==> src/rtl/hist_remap_if.sv <==
// rtl/hist_remap_if.sv - histogram snapshot, video in/out and status signals of hist_remap
interface hist_remap_if;
    logic [63:0] id_value;
    logic        id_clear;
    logic        frame_end;
    logic [7:0]  video_data;
    logic        video_valid;
    logic [7:0]  remap_data;
    logic        remap_valid;
    logic        busy;
    logic        lut_update;
    logic        frame_drop;

    modport slave (
        input  id_value, frame_end, video_data, video_valid,
        output id_clear, remap_data, remap_valid, busy, lut_update, frame_drop
    );

    modport master (
        output id_value, frame_end, video_data, video_valid,
        input  id_clear, remap_data, remap_valid, busy, lut_update, frame_drop
    );
endinterface

==> src/rtl/hist_remap.sv <==
// rtl/hist_remap.sv - histogram equalisation: CDF LUT build with sequential divider and interpolating pixel remap
module hist_remap #(
    parameter bit CLEAR_EN  = 1'b1,
    parameter bit INTERP_EN = 1'b1
) (
    input  logic        clk,
    input  logic        rst,
    hist_remap_if.slave bus
);
    typedef enum logic [2:0] {
        S_IDLE,
        S_SNAP,
        S_ACCUM,
        S_DIV,
        S_COMMIT
    } state_t;

    function automatic logic [8:0] ident(input logic [2:0] i);
        return 9'({i, 5'd0}) + 9'd32;
    endfunction

    state_t      state;
    state_t      state_nx;
    logic [2:0]  bin_idx;
    logic [3:0]  bit_idx;
    logic [7:0]  snap [8];
    logic [10:0] cdf [8];
    logic [10:0] cdf_sum;
    logic [10:0] total;
    logic [19:0] rem;
    logic [19:0] rem_cur;
    logic [19:0] rem_nx;
    logic [19:0] dsh;
    logic [3:0]  shamt;
    logic        q_bit;
    logic [7:0]  quo;
    logic [8:0]  lut_act [8];
    logic [8:0]  lut_shd [8];
    logic        busy;
    logic        id_clear;
    logic        lut_update;
    logic        frame_drop_q;

    // ------------------------------------------------------------------
    // Build FSM
    // ------------------------------------------------------------------
    always_ff @(posedge clk) begin
        if (rst) begin
            state <= S_IDLE;
        end else begin
            state <= state_nx;
        end
    end

    always_comb begin
        state_nx   = state;
        busy       = 1'b0;
        id_clear   = 1'b0;
        lut_update = 1'b0;
        case (state)
            S_IDLE: begin
                if (bus.frame_end) begin
                    state_nx = S_SNAP;
                end
            end
            S_SNAP: begin
                busy     = 1'b1;
                id_clear = CLEAR_EN;
                state_nx = S_ACCUM;
            end
            S_ACCUM: begin
                busy = 1'b1;
                if (bin_idx == 3'd7) begin
                    state_nx = S_DIV;
                end
            end
            S_DIV: begin
                busy = 1'b1;
                if (bin_idx == 3'd7 && bit_idx == 4'd8) begin
                    state_nx = S_COMMIT;
                end
            end
            S_COMMIT: begin
                busy       = 1'b1;
                lut_update = 1'b1;
                state_nx   = S_IDLE;
            end
            default: state_nx = S_IDLE;
        endcase
    end

    // ------------------------------------------------------------------
    // CDF accumulation and restoring divide: one quotient bit per cycle,
    // bits 8..0, quotient never exceeds 256 so 9 bits suffice.
    // ------------------------------------------------------------------
    assign total   = cdf[7];
    assign cdf_sum = ((bin_idx == 3'd0) ? 11'd0 : cdf[bin_idx - 3'd1]) + {3'd0, snap[bin_idx]};
    assign rem_cur = (bit_idx == 4'd0) ? {1'b0, cdf[bin_idx], 8'd0} : rem;
    assign shamt   = 4'd8 - bit_idx;
    assign dsh     = 20'(total) << shamt;
    assign q_bit   = (rem_cur >= dsh);
    assign rem_nx  = q_bit ? (rem_cur - dsh) : rem_cur;

    always_ff @(posedge clk) begin
        if (state == S_IDLE && bus.frame_end) begin
            for (int k = 0; k < 8; k++) begin
                snap[k] <= bus.id_value[8*k +: 8];
            end
        end
        if (state == S_ACCUM) begin
            cdf[bin_idx] <= cdf_sum;
        end
    end

    always_ff @(posedge clk) begin
        if (rst) begin
            bin_idx <= '0;
            bit_idx <= '0;
            rem     <= '0;
            quo     <= '0;
            for (int k = 0; k < 8; k++) begin
                lut_act[k] <= ident(3'(k));
                lut_shd[k] <= ident(3'(k));
            end
        end else begin
            case (state)
                S_IDLE: begin
                    if (bus.frame_end) begin
                        bin_idx <= '0;
                        bit_idx <= '0;
                    end
                end
                S_ACCUM: begin
                    bin_idx <= bin_idx + 3'd1;
                end
                S_DIV: begin
                    rem <= rem_nx;
                    quo <= {quo[6:0], q_bit};
                    if (bit_idx == 4'd8) begin
                        bit_idx <= '0;
                        bin_idx <= bin_idx + 3'd1;
                        // An empty histogram carries no distribution: fall back to identity.
                        lut_shd[bin_idx] <= (total == 11'd0) ? ident(bin_idx) : {quo, q_bit};
                    end else begin
                        bit_idx <= bit_idx + 4'd1;
                    end
                end
                S_COMMIT: begin
                    for (int k = 0; k < 8; k++) begin
                        lut_act[k] <= lut_shd[k];
                    end
                end
                default: ;
            endcase
        end
    end

    always_ff @(posedge clk) begin
        if (rst) begin
            frame_drop_q <= 1'b0;
        end else begin
            frame_drop_q <= bus.frame_end && (state != S_IDLE);
        end
    end

    // ------------------------------------------------------------------
    // Pixel path: stage 1 looks up the bin edges, stage 2 interpolates.
    // ------------------------------------------------------------------
    logic [2:0]  pix_b;
    logic [8:0]  pix_l;
    logic [8:0]  pix_u;
    logic        s1_valid;
    logic [4:0]  s1_f;
    logic [8:0]  s1_l;
    logic [8:0]  s1_d;
    logic [13:0] prod;
    logic [9:0]  sum;
    logic [7:0]  sat;
    logic        out_valid;
    logic [7:0]  out_data;

    assign pix_b = bus.video_data[7:5];
    assign pix_u = lut_act[pix_b];
    assign pix_l = (pix_b == 3'd0) ? 9'd0 : lut_act[pix_b - 3'd1];

    always_ff @(posedge clk) begin
        if (rst) begin
            s1_valid <= 1'b0;
            s1_f     <= '0;
            s1_l     <= '0;
            s1_d     <= '0;
        end else begin
            s1_valid <= bus.video_valid;
            if (bus.video_valid) begin
                s1_f <= bus.video_data[4:0];
                s1_l <= pix_l;
                s1_d <= pix_u - pix_l;
            end
        end
    end

    assign prod = 14'(s1_d) * 14'(s1_f);
    assign sum  = {1'b0, s1_l} + (INTERP_EN ? {1'b0, prod[13:5]} : {1'b0, s1_d});
    assign sat  = (sum > 10'd255) ? 8'hFF : sum[7:0];

    always_ff @(posedge clk) begin
        if (rst) begin
            out_valid <= 1'b0;
            out_data  <= '0;
        end else begin
            out_valid <= s1_valid;
            if (s1_valid) begin
                out_data <= sat;
            end
        end
    end

    assign bus.busy        = busy;
    assign bus.id_clear    = id_clear;
    assign bus.lut_update  = lut_update;
    assign bus.frame_drop  = frame_drop_q;
    assign bus.remap_valid = out_valid;
    assign bus.remap_data  = out_data;
endmodule

==> src/flat_wrapper.sv <==
// flat-port wrapper written by rule: the top's interface ports become plain ports
module hist_remap_flat 
#(
    parameter bit CLEAR_EN  = 1'b1,
    parameter bit INTERP_EN = 1'b1
)
  (clk, rst, bus_id_value, bus_frame_end, bus_video_data, bus_video_valid, bus_id_clear, bus_remap_data, bus_remap_valid, bus_busy, bus_lut_update, bus_frame_drop);
  hist_remap_if bus_i ();
  input  logic clk;
  input  logic rst;
  input wire logic [$bits(bus_i.id_value)-1:0] bus_id_value;
  input wire logic [$bits(bus_i.frame_end)-1:0] bus_frame_end;
  input wire logic [$bits(bus_i.video_data)-1:0] bus_video_data;
  input wire logic [$bits(bus_i.video_valid)-1:0] bus_video_valid;
  output wire logic [$bits(bus_i.id_clear)-1:0] bus_id_clear;
  output wire logic [$bits(bus_i.remap_data)-1:0] bus_remap_data;
  output wire logic [$bits(bus_i.remap_valid)-1:0] bus_remap_valid;
  output wire logic [$bits(bus_i.busy)-1:0] bus_busy;
  output wire logic [$bits(bus_i.lut_update)-1:0] bus_lut_update;
  output wire logic [$bits(bus_i.frame_drop)-1:0] bus_frame_drop;
  assign bus_i.id_value = bus_id_value;
  assign bus_i.frame_end = bus_frame_end;
  assign bus_i.video_data = bus_video_data;
  assign bus_i.video_valid = bus_video_valid;
  assign bus_id_clear = bus_i.id_clear;
  assign bus_remap_data = bus_i.remap_data;
  assign bus_remap_valid = bus_i.remap_valid;
  assign bus_busy = bus_i.busy;
  assign bus_lut_update = bus_i.lut_update;
  assign bus_frame_drop = bus_i.frame_drop;
  hist_remap #(.CLEAR_EN(CLEAR_EN), .INTERP_EN(INTERP_EN)) u_core (.clk(clk), .rst(rst), .bus(bus_i));
endmodule
==> config.mk <==
export PLATFORM = sky130hd
export DESIGN_NAME = hist_remap_flat
export DESIGN_NICKNAME = d
export VERILOG_FILES = /design/src/rtl/hist_remap_if.sv /design/src/rtl/hist_remap.sv /design/src/flat_wrapper.sv
export SDC_FILE = /design/constraint.sdc
export NUM_CORES = 1
export LEC_CHECK = 0
export CORE_MARGIN = 3
export CORE_UTILIZATION = 55
export CTS_CLUSTER_SIZE = 30
export DETAILED_ROUTE_END_ITERATION = 12
export PLACE_DENSITY = 0.74
export SETUP_SLACK_MARGIN = 0.5
export SKIP_LAST_GASP = 1
export SYNTH_ARGS = -nofsm -noshare
export SYNTH_HDL_FRONTEND = slang
export SYNTH_SLANG_ARGS = --single-unit
==> constraint.sdc <==
create_clock -name clk -period 22.2 [get_ports clk]
set_input_delay 4.44 -clock clk [delete_from_list [all_inputs] [get_ports clk]]
set_output_delay 4.44 -clock clk [all_outputs]
set_load 0.02 [all_outputs]
Word-level counts from Yosys, hierarchy flattened
Memories as Yosys holds them, arrays and structs flattened. A register that Yosys moved wholly into a read port is not among the register bits.
Cells that the tools add are included.
{"block": "totals", "reg_bits": 72, "latch_bits": 0, "ramBits": 296, "rom_bits": 0, "out_inout_bits": 13, "mem_count": 4}
{"block": "op_classes", "n_addsub": 10, "multipliers": 1, "div_mod_pow": 0, "order_cmp": 2, "eq_ne": 10, "shift": 1, "mux": 46, "bitwise": 8, "n_reduce_logical": 16}
{"memory": "u_core.cdf", "words": 8, "word_bits": 11, "rd": 3, "rd_ports_with_merged_regs": 1, "write_ports": 1, "line": "hist_remap.sv:27", "text": "logic [10:0] cdf [8];"}
{"memory": "u_core.lut_act", "words": 8, "word_bits": 9, "rd": 2, "rd_ports_with_merged_regs": 0, "write_ports": 8, "line": "hist_remap.sv:37", "text": "logic [8:0] lut_act [8];"}
{"memory": "u_core.lut_shd", "words": 8, "word_bits": 9, "rd": 8, "rd_ports_with_merged_regs": 0, "write_ports": 8, "line": "hist_remap.sv:38", "text": "logic [8:0] lut_shd [8];"}
{"memory": "u_core.snap", "words": 8, "word_bits": 8, "rd": 1, "rd_ports_with_merged_regs": 1, "write_ports": 8, "line": "hist_remap.sv:26", "text": "logic [7:0] snap [8];"}
{"operator": "2-to-1 mux 9 bit", "n": 11}
{"operator": "2-to-1 mux 20 bit", "n": 2}
{"operator": "2-to-1 mux 3 bit", "n": 10}
{"operator": ">= comparator 20 bit", "n": 1}
{"operator": "<< shifter 11 x 4 -> 20 bit", "n": 1}
{"operator": "subtractor 20 bit", "n": 1}
{"operator": "2-to-1 mux 1 bit", "n": 16}
{"operator": "multiplier 9 x 5 -> 14 bit", "n": 1}
{"operator": "case mux 3 bit (4 select lines)", "n": 1}
{"operator": "adder 11 x 8 -> 11 bit", "n": 1}
{"operator": "zero test 11 bit", "n": 1}
{"operator": "2-to-1 mux 11 bit", "n": 1}
{"operator": "adder 9 x 9 -> 10 bit", "n": 1}
{"operator": "greater-than comparator 10 x 8 -> 1 bit (second input constant)", "n": 1}
{"operator": "adder 8 x 6 -> 9 bit (second input constant)", "n": 1}
{"operator": "zero test 3 bit", "n": 3}
{"operator": "case mux 3 bit (3 select lines)", "n": 1}
{"operator": "OR reduction 9 bit", "n": 1}
{"operator": "subtractor 9 bit", "n": 1}
{"operator": "2-to-1 mux 4 bit", "n": 2}
{"operator": "2-to-1 mux 8 bit", "n": 1}
{"operator": "OR 1 bit", "n": 8}
{"operator": "case mux 4 bit (2 select lines)", "n": 1}
{"operator": "== test 3 x 2 -> 1 bit (second input constant)", "n": 2}
{"operator": "other kinds (16)", "n": 24}

Longest topological paths before layout
Gate-level depths: netlist of run 1.
{"block": "depth", "depth_word": 7, "ltp_mapped": 22}

Worst setup path before layout of run 1
No wires, ideal clock.
{"block": "synth_path", "path_type": "input to register", "from": "in bus_frame_end", "to": "reg u_core.bit_idx[3]", "setup_ns": 0.132, "arrival_time_ns": 10.163, "required_ns": 22.068, "path_slack_ns": 11.905, "path_stages": 6, "path_cell_list": "nor2b_1 nor3b_1 nor2_1 a21o_1 nand2_1 a21oi_1"}
{"block": "synth_via", "elab_chain_cells": 2}
{"element": "from (decl)", "line": "flat_wrapper.sv:12", "text": "input wire logic [$bits(bus_i.frame_end)-1:0] bus_frame_end;"}
{"element": "inequality test 2 bit (no line)"}
{"element": "AND reduction 2 bit (no line)"}
{"element": "to (signal assigned)", "line": "hist_remap.sv:145", "text": "bit_idx <= bit_idx + 4'd1;"}
{"element": "to (decl)", "line": "hist_remap.sv:25", "text": "logic [3:0] bit_idx;"}
Every way passes these cells.
A chain may end at the register's enable or synchronous reset.

Final worst setup path of run 1
{"block": "layout_path", "from": "in bus_video_data[6]", "to": "reg u_core.s1_d[7]"}
{"block": "layout_via", "elab_chain_cells": 4}
{"element": "from (decl)", "line": "flat_wrapper.sv:13", "text": "input wire logic [$bits(bus_i.video_data)-1:0] bus_video_data;"}
{"element": "subtractor 3 x 1 -> 3 bit", "line": "hist_remap.sv:184", "text": "assign pix_l = (pix_b == 3'd0) ? 9'd0 : lut_act[pix_b - 3'd1];"}
{"element": "memory read (8 x 9 bit)"}
{"element": "2-to-1 mux 9 bit", "line": "hist_remap.sv:184"}
{"element": "subtractor 9 bit (*)", "line": "hist_remap.sv:197", "text": "s1_d <= pix_u - pix_l;"}
{"element": "to (signal assigned)", "line": "hist_remap.sv:197"}
{"element": "to (decl)", "line": "hist_remap.sv:175", "text": "logic [8:0] s1_d;"}
Mark *: on every way between the ends. The rest lies on a longest branch, timed or not.

==> results of run 1 <==
==> worst max-delay path, stage by stage <==
cell	delay (ns)
clkdlybuf4s50_1	1.11
inv_1	0.16
ha_1	0.81
mux4_2	0.42
mux2_2	0.27
a22oi_1	0.32
ha_1	0.29
nor2b_1	0.12
o21ai_0	0.21
a21boi_0	0.15
o21ai_0	0.30
a21oi_1	0.13
or4_1	0.50
o311ai_0	0.11
==> through the flow <==
step / instances / hold slack (ns) / worst slack (ns) / util [%] / instance area, um2
2_1_floorplan: 1644 / 0.4322 / 11.91 / - / 20280
3_3_place_gp: 2122 / 0.4408 / 12.84 / 60.00 / 21550
3_5_place_dp: 2122 / 0.4445 / 12.71 / 60.00 / 21550
4_1_cts: 2193 / 0.4539 / 13.23 / 63.80 / 22910
5_1_grt: 2193 / 0.4677 / 12.86 / 63.80 / 22910
6_report: 2193 / 0.4575 / 13.26 / 63.80 / 22910
==> cell type report <==
type                    instances  area [um2]  share of cell area [%]
inverters                      53       198.9                  0.8682
clock buffers                  44        1026                   4.478
repair buffers                112        1051                   4.587
multi-input cells            1125        9326                   40.70
well taps                     461       576.8                   2.517
clock inverters                27       340.3                   1.485
flip-flops and latches        371       10390                   45.36
==> logic make-up after synthesis <==
group	share of synthesized area (%)
AND/OR/NAND/NOR	13.29
flip-flops	51.22
AO/OA/AOI/OAI	8.439
multiplexers	15.63
buffers and inverters	2.844
adder cells (fa/ha/maj)	6.934
XOR/XNOR	1.641
==> state kept, by name (all words and copies together), names as in the netlist, named ones only <==
register                cells
u_core.cdf                 88
u_core.lut_act             72
u_core.lut_shd             72
u_core.snap                64
u_core.rem                 20
u_core.s1_d                 9
u_core.s1_l                 9
u_core.bus.remap_data       8
u_core.quo                  8
u_core.s1_f                 5
u_core.bit_idx              4
u_core.bin_idx              3
u_core.state                3
u_core.bus.frame_drop       1
u_core.bus.remap_valid      1
u_core.s1_valid             1
==> report_power, final <==
group | switching [uW] | internal (uW) | total, uW
registers | 24.1 | 802 | 826
logic | 211 | 155 | 366
clock network | 287 | 399 | 686
==> layer usage <==
metal  global-route usage [%]  part of all wire, %  up-vias
met5                        0                    0        -
met4                    8.834                  3.7        0
met3                    3.743                  5.9       97
met2                    40.46                   49      492
met1                    32.15                   41     6749
li1                         -                    -     6305
==> cell usage in the layout (no fill, tap or decap), types with 8 or more instances in the layout <==
cell type,netlist,routed
o21ai_0,50,50
mux4_2,101,101
clkbuf_16,0,40
or2_2,9,9
buf_4,0,24
nor3_1,32,32
nor2b_1,37,36
nand3_1,27,27
fa_1,24,24
o221a_2,8,8
o211ai_1,8,8
a22oi_1,16,16
mux2_2,43,43
xor2_1,12,12
o21a_1,10,10
nand4_1,8,8
dfxtp_1,75,72
a211oi_1,17,17
ha_1,74,74
xnor2_1,26,26
mux2i_1,41,41
nand2b_1,8,8
and3_1,67,67
clkdlybuf4s50_1,0,86
a21o_1,11,11
a31oi_1,11,11
nand2_1,122,121
or3_1,14,14
nor2_1,165,165
a21oi_1,74,74
clkinv_2,0,8
inv_1,53,52
edfxtp_1,296,296
and2_1,32,32
==> worst max-delay path by stage <==
stage,startpoint,endpoint,cells after the start,slack (ns)
5_1_grt,bus_video_data[6],u_core.s1_d[7],14,12.86
3_5_place_dp,bus_video_data[6],u_core.s1_d[7],14,12.71
6_report,bus_video_data[6],u_core.s1_d[7],14,13.26
2_1_floorplan,bus_frame_end,u_core.bit_idx[3],6,11.91
3_3_place_gp,bus_video_data[6],u_core.s1_d[7],14,12.84
4_1_cts,bus_video_data[6],u_core.s1_d[7],14,13.23
==> reports/results.ini, run 1 <==
[synth]
syn_nets = 1818
syn_area_um2 = 20280
synth.most_common_cell = edfxtp_1
synthFlopType = edfxtp_1
avgSynthCellArea_um2 = 12.34
synth_top_area_share_pct = 43.82
ys_ff_latch = 371
synthCells = 1644
async_flop_share_pct = 0
synth_cell_types = 76
synth_common_cells = edfxtp_1, nor2_1, nand2_1, mux4_2, dfxtp_1
yosys.area.top_type = edfxtp_1
yosysWarnings = 0
synth-edff-count = 296
ys_top_cells_by_area = edfxtp_1, mux4_2, dfxtp_1
ys_seq_area_share_pct = 51.22

[setup_path]
worstPathArrival_ns = 9.35
startpoint_type = input pin
cp_max_fo = 19
path_class = input pin to register
worstSetupEndpointType = register
r2r_cells = 20
reg2reg_to = u_core.bus.remap_data[2]
r2r_start = u_core.s1_f[4]
reg2reg_setup_slack_ns = 16.22
cp.required_ns = 22.61

[finish]
layout-drive-gt1-share_pct = 15.82
area_growth_pct = 12.97
nFillCells = 2703
nets = 1877
diodes = 0

[clocking]
cts_tree = built
cts-htree-levels = 2
clock_sinks = 371
cts_resized = 0
clk_pin_slew_ns = 0.06
cts_buffer_depth = 3
cts-root-buf = clkbuf_16
hold_buffers = 0
clkLatencyLatePin_ns = 0.57
post_cts_buffers = 0
numCtsBuffers = 40

[min_path]
min_from = u_core.rem[8]
hold_depth = 2
hold_class = register to register
hold_end = u_core.rem[8]

[timing]
finalHoldViolCount = 0
setup_violations = 0
drv_slew = 0
tns_ns = 0
fin_skew_ns = 0.04158
finalCritPeriodShare_pct = 40.27
grt_setup_unrepaired = false
max-slew-margin-rel_pct = 18.94
layout_min_cycle_time_ns = 8.941
tightest_slew_ns = 1.207
fmax_mhz = 111.8

[pwr]
powerDensity_nw_per_um2 = 81.97
peakVddDrop_mv = 0.06275
power_uw = 1878
p_leak_uw = 0.008467

[drt]
drc_errors = 0
post_drt_wl_per_cell_um = 21.41
drt-pass1-iter-count = 5
vias = 13643
postRouteAntennaNets = 0
drtIter0Drc = 1387
wl_um = 46950
viasPerCell = 6.221

[place]
gp_congestion = 0.8848
io_buffers = 88
post-dp-hpwl_um = 33630

[global_routing]
grt_pass1_vias = 13528
grt_pass1_wl_um = 74140
grt_usage_pct = 24.10
antenna_found_initial = 0
grt_remaining_overflow = 0
grt_max_degree = 74

[run]
maxCapViolCount = 0

[die]
initial_core_util_pct = 56.48
core_area_um2 = 35910
io_pins = 89
row_count = 69
die_y_um = 198.0
die_area_um2 = 39220
fp.dieW_um = 198.0

[outcome]
status = finished, final reports clean

(Power assumes the default switching activity.)
==> inputs of run 2 (changes only) <==
==> constraint.sdc (replaced) <==
create_clock -name clk -period 9.1 [get_ports clk]
set_input_delay 1.82 -clock clk [delete_from_list [all_inputs] [get_ports clk]]
set_output_delay 1.82 -clock clk [all_outputs]
set_load 0.02 [all_outputs]
==> reports/results.ini, run 2 (synthesized netlist as in run 1, its figures left out) <==
[finish]
layout_common_cells = edfxtp_1, nor2_1, nand2_1
layout-drive-gt1-share_pct = 15.49
top_register = u_core.cdf
area_growth_pct = 12.51
top_regs = u_core.cdf: 88 flops, u_core.lut_act: 72 flops, u_core.lut_shd: 72 flops
largest_reg_flops = 88
nets = 1877
final_common_cell = edfxtp_1
nFillCells = 2688
diodes = 0

[drt]
viasPerCell = 6.237
vias = 13666
wl_um = 47490
dr_wl_met3_um = 2586
drc_errors = 0
dr_wl_met2_um = 23540
post_drt_wl_per_cell_um = 21.67
met1Wirelength_um = 19240
drtIter0Drc = 1122
drt-pass1-iter-count = 5
highest_layer = met4
postRouteAntennaNets = 0

[die]
core_area_um2 = 35910
fp.dieW_um = 198.0
die_y_um = 198.0
die_area_um2 = 39220
row_count = 69
io_pins = 89
initial_core_util_pct = 56.48

[clocking]
clkLatencyLatePin_ns = 0.55
cts-root-buf = clkbuf_16
cts_resized = 0
cts-htree-levels = 2
post_cts_buffers = 0
cts_buffer_depth = 3
clk_pin_slew_ns = 0.07
numCtsBuffers = 40
clock_sinks = 371
hold_buffers = 0
cts_tree = built

[timing]
fin_skew_ns = 0.01462
drv_slew = 0
tns_ns = 0
max-slew-margin-rel_pct = 28.12
fmax_mhz = 157.7
setup_violations = 0
finalHoldViolCount = 0
finalCritPeriodShare_pct = 69.67
layout_min_cycle_time_ns = 6.340
grt_setup_unrepaired = false
tightest_slew_ns = 1.048

[setup_path]
reg2reg_to = u_core.bus.remap_data[7]
reg2reg_setup_slack_ns = 3.09
worstSetupEndpointType = register
startpoint = bus_video_data[6]
path_class = input pin to register
worstPathArrival_ns = 6.78
startpoint_type = input pin
r2r_start = u_core.s1_f[4]
cp.required_ns = 9.54
cp_max_fo = 19
critPathCapture = u_core.s1_d[7]
r2r_cells = 20

[global_routing]
grt_remaining_overflow = 0
grt_usage_pct = 24.45
grt_pass1_vias = 13573
antenna_found_initial = 0
grt_pass1_wl_um = 74680
grt_max_degree = 75

[min_path]
hold_class = register to register
hold_depth = 2

[pwr]
powerDensity_nw_per_um2 = 197.1
p_leak_uw = 0.008422
peakVddDrop_mv = 0.2062
power_uw = 4498

[place]
post-dp-hpwl_um = 33580
io_buffers = 88
gp_congestion = 0.8738

[run]
maxCapViolCount = 0

[outcome]
status = finished, final reports clean

[run 2: worst max-delay path, cell delays in order]
cell and delay [ns]:
clkdlybuf4s50_1 1.10, inv_1 0.18, ha_1 0.83, mux4_2 0.42, mux2_2 0.28, a22oi_1 0.36
ha_1 0.30, nor2b_1 0.12, o21ai_0 0.20, a21boi_0 0.16, o21ai_0 0.29, a21oi_1 0.13
or4_1 0.50, o311ai_0 0.09
[run 2: layout make-up]
type / count / area (um2) / share of cell area, %
sequential: 371 / 10390 / 45.55
inverter: 53 / 198.9 / 0.8718
multi-input combinational: 1125 / 9326 / 40.87
clock inverter: 20 / 217.7 / 0.9540
timing repair buffer: 112 / 1051 / 4.606
tap: 461 / 576.8 / 2.528
clock buffer: 49 / 1056 / 4.627
[run 2: report_power, final]
group | switching [uW] | total, uW | leakage (uW) | internal [uW]
clock network | 664 | 1580 | 0.000624 | 921
registers | 52.2 | 2010 | 0.00341 | 1960
logic | 526 | 906 | 0.00438 | 380
total | 1240 | 4500 | 0.00842 | 3260
[run 2: metrics by stage]
| step | utilization (%) | cell area (um2) | std cells | setup slack, ns | hold WS [ns] |
|---|---|---|---|---|---|
| floorplan | - | 20280 | 1644 | 1.425 | 0.4322 |
| global placement | 60.00 | 21550 | 2122 | 2.404 | 0.4392 |
| detailed placement | 60.00 | 21550 | 2122 | 2.285 | 0.4469 |
| CTS | 63.54 | 22820 | 2191 | 2.799 | 0.4562 |
| global route | 63.54 | 22820 | 2191 | 2.259 | 0.4730 |
| finish | 63.54 | 22820 | 2191 | 2.760 | 0.4543 |
[run 2: routing by layer]
metal | vias up | global-route usage, %
met1 | 6736 | 31.53
met3 | 115 | 3.420
met2 | 496 | 41.87
li1 | 6319 | -
met4 | 0 | 10.33
met5 | - | 0
[run 2: worst min-delay path by stage]
stage | startpoint | endpoint | slack (ns)
detailed placement | u_core.rem[9] | u_core.rem[9] | 0.45
global route | u_core.rem[9] | u_core.rem[9] | 0.47
floorplan | u_core.rem[9] | u_core.rem[9] | 0.43
CTS | u_core.rem[9] | u_core.rem[9] | 0.46
global placement | u_core.rem[8] | u_core.rem[8] | 0.44
finish | u_core.rem[9] | u_core.rem[9] | 0.45
